--- src/rtl/piso_pkg.sv ---
// Shared state typedef and encoding constants for the PISO serializer.
package piso_pkg;

  localparam logic [1:0] ST_IDLE   = 2'b00;
  localparam logic [1:0] ST_SHIFT  = 2'b01;
  localparam logic [1:0] ST_PARITY = 2'b10;

  typedef enum logic [1:0] {
    IDLE   = ST_IDLE,
    SHIFT  = ST_SHIFT,
    PARITY = ST_PARITY
  } state_e;

endpackage

--- src/rtl/piso_bit_cnt.sv ---
// Data-bit counter for the PISO serializer: runs 0..WIDTH-1, flags the terminal count.
module piso_bit_cnt #(
  parameter int unsigned WIDTH = 4
) (
  input  logic clk,
  input  logic clear,
  input  logic start,
  input  logic en,
  output logic last
);

  localparam int unsigned CW = (WIDTH > 1) ? $clog2(WIDTH) : 1;
  localparam logic [CW-1:0] LAST_CNT = CW'(WIDTH - 1);
  localparam logic [CW-1:0] ONE      = CW'(1);

  logic [CW-1:0] cnt;

  // A new capture restarts the count even mid-frame (back-to-back frames).
  always_ff @(posedge clk or posedge clear) begin
    if (clear) begin
      cnt <= '0;
    end else if (start) begin
      cnt <= '0;
    end else if (en) begin
      cnt <= last ? '0 : cnt + ONE;
    end
  end

  assign last = (cnt == LAST_CNT);

endmodule

--- src/rtl/piso_serializer.sv ---
// Parallel-in serial-out serializer with valid/last framing and load handshake.
// Define PISO_PARITY_EN to append an even-parity bit to every frame.
module piso_serializer
  import piso_pkg::*;
#(
  parameter int unsigned WIDTH     = 4,
  parameter int unsigned MSB_FIRST = 1
) (
  input  logic             clk,
  input  logic             clear,
  input  logic [WIDTH-1:0] d,
  input  logic             load_valid,
  output logic             load_ready,
  output logic             sout,
  output logic             sout_valid,
  output logic             sout_last,
  output logic             busy
);

  state_e           state, state_nx;
  logic [WIDTH-1:0] sreg;
  logic             cap;
  logic             cnt_last;
  logic             sbit;

  assign cap  = load_valid && load_ready;
  assign sbit = (MSB_FIRST != 0) ? sreg[WIDTH-1] : sreg[0];

  piso_bit_cnt #(
    .WIDTH(WIDTH)
  ) u_bit_cnt (
    .clk  (clk),
    .clear(clear),
    .start(cap),
    .en   (state == SHIFT),
    .last (cnt_last)
  );

  always_comb begin
    state_nx = state;
    case (state)
      IDLE:  if (cap) state_nx = SHIFT;
      SHIFT: begin
        if (cnt_last) begin
`ifdef PISO_PARITY_EN
          state_nx = PARITY;
`else
          state_nx = cap ? SHIFT : IDLE;
`endif
        end
      end
`ifdef PISO_PARITY_EN
      PARITY: state_nx = cap ? SHIFT : IDLE;
`endif
      default: state_nx = IDLE;
    endcase
  end

  always_ff @(posedge clk or posedge clear) begin
    if (clear) begin
      state <= IDLE;
    end else begin
      state <= state_nx;
    end
  end

  // Shift so the next frame bit always sits at the output end of the register.
  always_ff @(posedge clk or posedge clear) begin
    if (clear) begin
      sreg <= '0;
    end else if (cap) begin
      sreg <= d;
    end else if (state == SHIFT) begin
      if (MSB_FIRST != 0) begin
        sreg <= {sreg[WIDTH-2:0], 1'b0};
      end else begin
        sreg <= {1'b0, sreg[WIDTH-1:1]};
      end
    end
  end

`ifdef PISO_PARITY_EN
  logic par;

  always_ff @(posedge clk or posedge clear) begin
    if (clear) begin
      par <= 1'b0;
    end else if (cap) begin
      par <= ^d;
    end
  end

  assign sout_last = (state == PARITY);
  assign sout      = (state == SHIFT) ? sbit : ((state == PARITY) ? par : 1'b0);
`else
  assign sout_last = (state == SHIFT) && cnt_last;
  assign sout      = (state == SHIFT) ? sbit : 1'b0;
`endif

  assign busy       = (state != IDLE);
  assign sout_valid = busy;
  assign load_ready = (state == IDLE) || sout_last;

endmodule

--- config.mk ---
export PLATFORM = sky130hd
export DESIGN_NAME = piso_serializer
export DESIGN_NICKNAME = d
export VERILOG_FILES = /design/src/rtl/piso_pkg.sv /design/src/rtl/piso_bit_cnt.sv /design/src/rtl/piso_serializer.sv
export SDC_FILE = /design/constraint.sdc
export NUM_CORES = 1
export LEC_CHECK = 0
export ABC_AREA = 1
export CAP_MARGIN = 10
export CORE_AREA = 2 2 39 41
export DETAILED_ROUTE_END_ITERATION = 16
export DIE_AREA = 0 0 41 43
export DONT_BUFFER_PORTS = 1
export MAX_ROUTING_LAYER = met4
export PLACE_DENSITY = 0.49
export SETUP_SLACK_MARGIN = 0.4
export SLEW_MARGIN = 20
export SYNTH_ARGS = -nofsm -noshare
export SYNTH_HDL_FRONTEND = slang
export SYNTH_SLANG_ARGS = --single-unit
--- constraint.sdc ---
create_clock -name clk -period 2.5 [get_ports clk]
set_input_delay 0.5 -clock clk [delete_from_list [all_inputs] [get_ports clk]]
set_output_delay 0.5 -clock clk [all_outputs]
set_load 0.05 [all_outputs]
==> impl_metrics.json <==
{
  "grt_start_max_net_pins": 11,
  "grt_util_all_layers": 0.0965,
  "synth_cells": 47,
  "viasPerCell": 4.34,
  "ys_types": 12,
  "final_cell_mix": "15 x nand2_1, 8 x inv_1, 7 x dfrtp_1, 4 x nor2_1, 4 x nand3_1",
  "antenna_found_initial": 0,
  "grt_pass1_wl_mm": 1.06,
  "cts_sinks": 7,
  "power.internal_mw": 0.300,
  "yosys.area_share.simple": 0.395,
  "synth_compound_area_frac": 0.0132,
  "combinationalPowerShare": 0.526,
  "fin_setup_tns_ps": 0,
  "synth_top_family_by_area": "simple AND/OR/NAND/NOR gates",
  "area_delta_synth_final_pct": 12.2,
  "status": "finished clean",
  "clk_pin_slew_ps": 50,
  "placed_cells": 63,
  "fin_skew_ps": 0.725,
  "place_hpwl_um": 489,
  "p_leak_nw": 0.236,
  "mappedNetlistNets": 55,
  "synthMuxAreaShare": 0,
  "clock-root-buffer": "clkbuf_4",
  "hp-class": "in -> async",
  "wl_per_cell_um": 9.82,
  "dr.first_iter.drc_count": 10,
  "avgSynthCellArea_um2": 8.09,
  "seqPwrFrac": 0.311,
  "slew_viol_final": 0,
  "dr.pass1.iters": 4,
  "cellPowerDensity_nw_per_um2": 1460,
  "worst_pin_slew_ps": 415,
  "cp_slowest_stage_delay_ps": 360,
  "wirelength_um": 658,
  "grt_pass1_vias": 272,
  "ys_seq_area_frac": 0.461,
  "place_congestion": 0.690,
  "cts_tree": "yes",
  "drive_gt1_frac": 0.196,
  "yosysWarnings": 0,
  "fin_crit_sh": 0.662,
  "synth_area_um2": 380,
  "placedInstanceArea_um2": 400,
  "start_util": 0.275,
  "synth_seq_cells": 7,
  "coreArea_um2": 1380,
  "crit_type": "reg -> out",
  "setup-violations-final": 0,
  "fin_cells": 67,
  "p_total_mw": 0.625,
  "die_w_um": 41,
  "die_h_um": 43,
  "crit_arrival_ps": 1150,
  "path_cells": "ha_1, nand2_1, inv_1",
  "drc_errors": 0,
  "synth_top_area_share": 0.461,
  "cp.required_ps": 2000,
  "final_nets": 60,
  "antenna_left": 0,
  "clk_latency_ps": 250,
  "pwr-share-clk": 0.163,
  "final_area_um2": 427,
  "vias": 291,
  "netlist_top_cells_area": "dfrtp_1 46%, nand2_1 15%, nand3_2 7.9%",
  "num_io_pins": 12,
  "cts_buffers": 3,
  "final_common_cell": "nand2_1",
  "post-cts-setup-buffers": 0,
  "synth-xor-area-share": 0,
  "fin_util": 0.308,
  "ctsHoldBuffers": 0,
  "cts_resized": 0,
  "rsz0062_at_grt": "no",
  "diodes": 0,
  "synthAdderAreaFrac": 0.0329,
  "fill_cells": 161,
  "io_buffers": 0,
  "htree_levels": 1,
  "end_kind": "output port",
  "fp-row-count": 14,
  "synth_largest_area_cell": "dfrtp_1",
  "grt-ovfl-total": 0,
  "worst_ir_drop_vdd_uv": 520,
  "fin_crit_ps": 1650,
  "p_sw_frac": 0.520,
  "slew-limit-headroom": 0.723,
  "clk_path_buf_depth": 2,
  "cap_violations": 0,
  "die_area_um2": 1760,
  "slowest_stage": "dfrtp_1",
  "cp_max_fo": 3,
  "p_switching_mw": 0.325,
  "fmax_ghz": 0.605,
  "cp-start-kind": "flip-flop",
  "final_hold_viol_count": 0
}
==> routing by layer <==
| layer | GRT usage | up-vias | part of all wire |
|---|---|---|---|
| met5 | - | - | 0 |
| met4 | 0.0400 | 0 | 0 |
| met3 | 0.0628 | 0 | 0.056 |
| met2 | 0.119 | 12 | 0.45 |
| met1 | 0.122 | 129 | 0.49 |
| li1 | - | 150 | - |
==> cells in the mapped netlist, drive strengths merged <==
| library cell | instances |
|---|---|
| nand2 | 17 |
| inv | 8 |
| dfrtp | 7 |
| nand3 | 7 |
| nor2 | 5 |
| buf | 1 |
| ha | 1 |
| o21ai | 1 |
==> per-stage QoR <==
| stage | worst slack, ps | hold slack, ps |
|---|---|---|
| after global routing | 789 | 78.2 |
| after global placement | 1130 | 343 |
| after CTS | 834 | 71.1 |
| after floorplan | 818 | 303 |
| final | 846 | 65.3 |
| after detailed placement | 1110 | 343 |
==> final cells by class <==
type                    count  area [um^2]  share of cell area
repair buffers              1         7.51              0.0176
multi-input cells          31          168               0.393
clock buffers               4         26.3              0.0616
flip-flops and latches      7          175               0.411
inverters                   8         30.0              0.0704
well taps                  16         20.0              0.0469
==> critical path: cells and delay by family, from the launching register on <==
family	cells	cell delay [ps]
adders and majority gates	1	170
DFF	1	360
and+or+nand+nor	1	50
buffers and inverters	1	320
==> sequential cells by signal, summed over array words and instances, names as in the netlist <==
register       cells
u_bit_cnt.cnt      2
sreg               4
state              1
==> power by group through the flow <==
stage	Combinational, mW	Sequential [mW]	Clock, mW
CTS	0.336	0.195	0.107
floorplan	0.267	0.225	0
global route	0.365	0.202	0.114
global placement	0.331	0.195	0
finish	0.328	0.194	0.102
detailed placement	0.333	0.197	0
==> worst paths after layout <==
path / startpoint / slack [ps] / to / depth (start not counted)
setup / recovery: u_bit_cnt.cnt[0]$_DFFE_PP0P_ / 850 / sout_last / 3
hold / removal: clear / 70 / sreg[0]$_DFFE_PP0P_ / 1
setup reg to reg: state[0]$_DFFE_PP0P_ / 1280 / sreg[2]$_DFFE_PP0P_ / 5
hold reg to reg: sreg[0]$_DFFE_PP0P_ / 470 / sreg[0]$_DFFE_PP0P_ / 2
max in group asynchronous: clear / 2220 / sreg[3]$_DFFE_PP0P_ / 1
min in group clk: load_valid / 390 / sreg[0]$_DFFE_PP0P_ / 2
==> cell families after synthesis <==
kind of cell | Yosys count
flip-flops | 7
AND/OR/NAND/NOR | 29
buffers and inverters | 9
adder cells (fa/ha/maj) | 1
AO/OA/AOI/OAI | 1
Power figures use the tool's default switching activity.
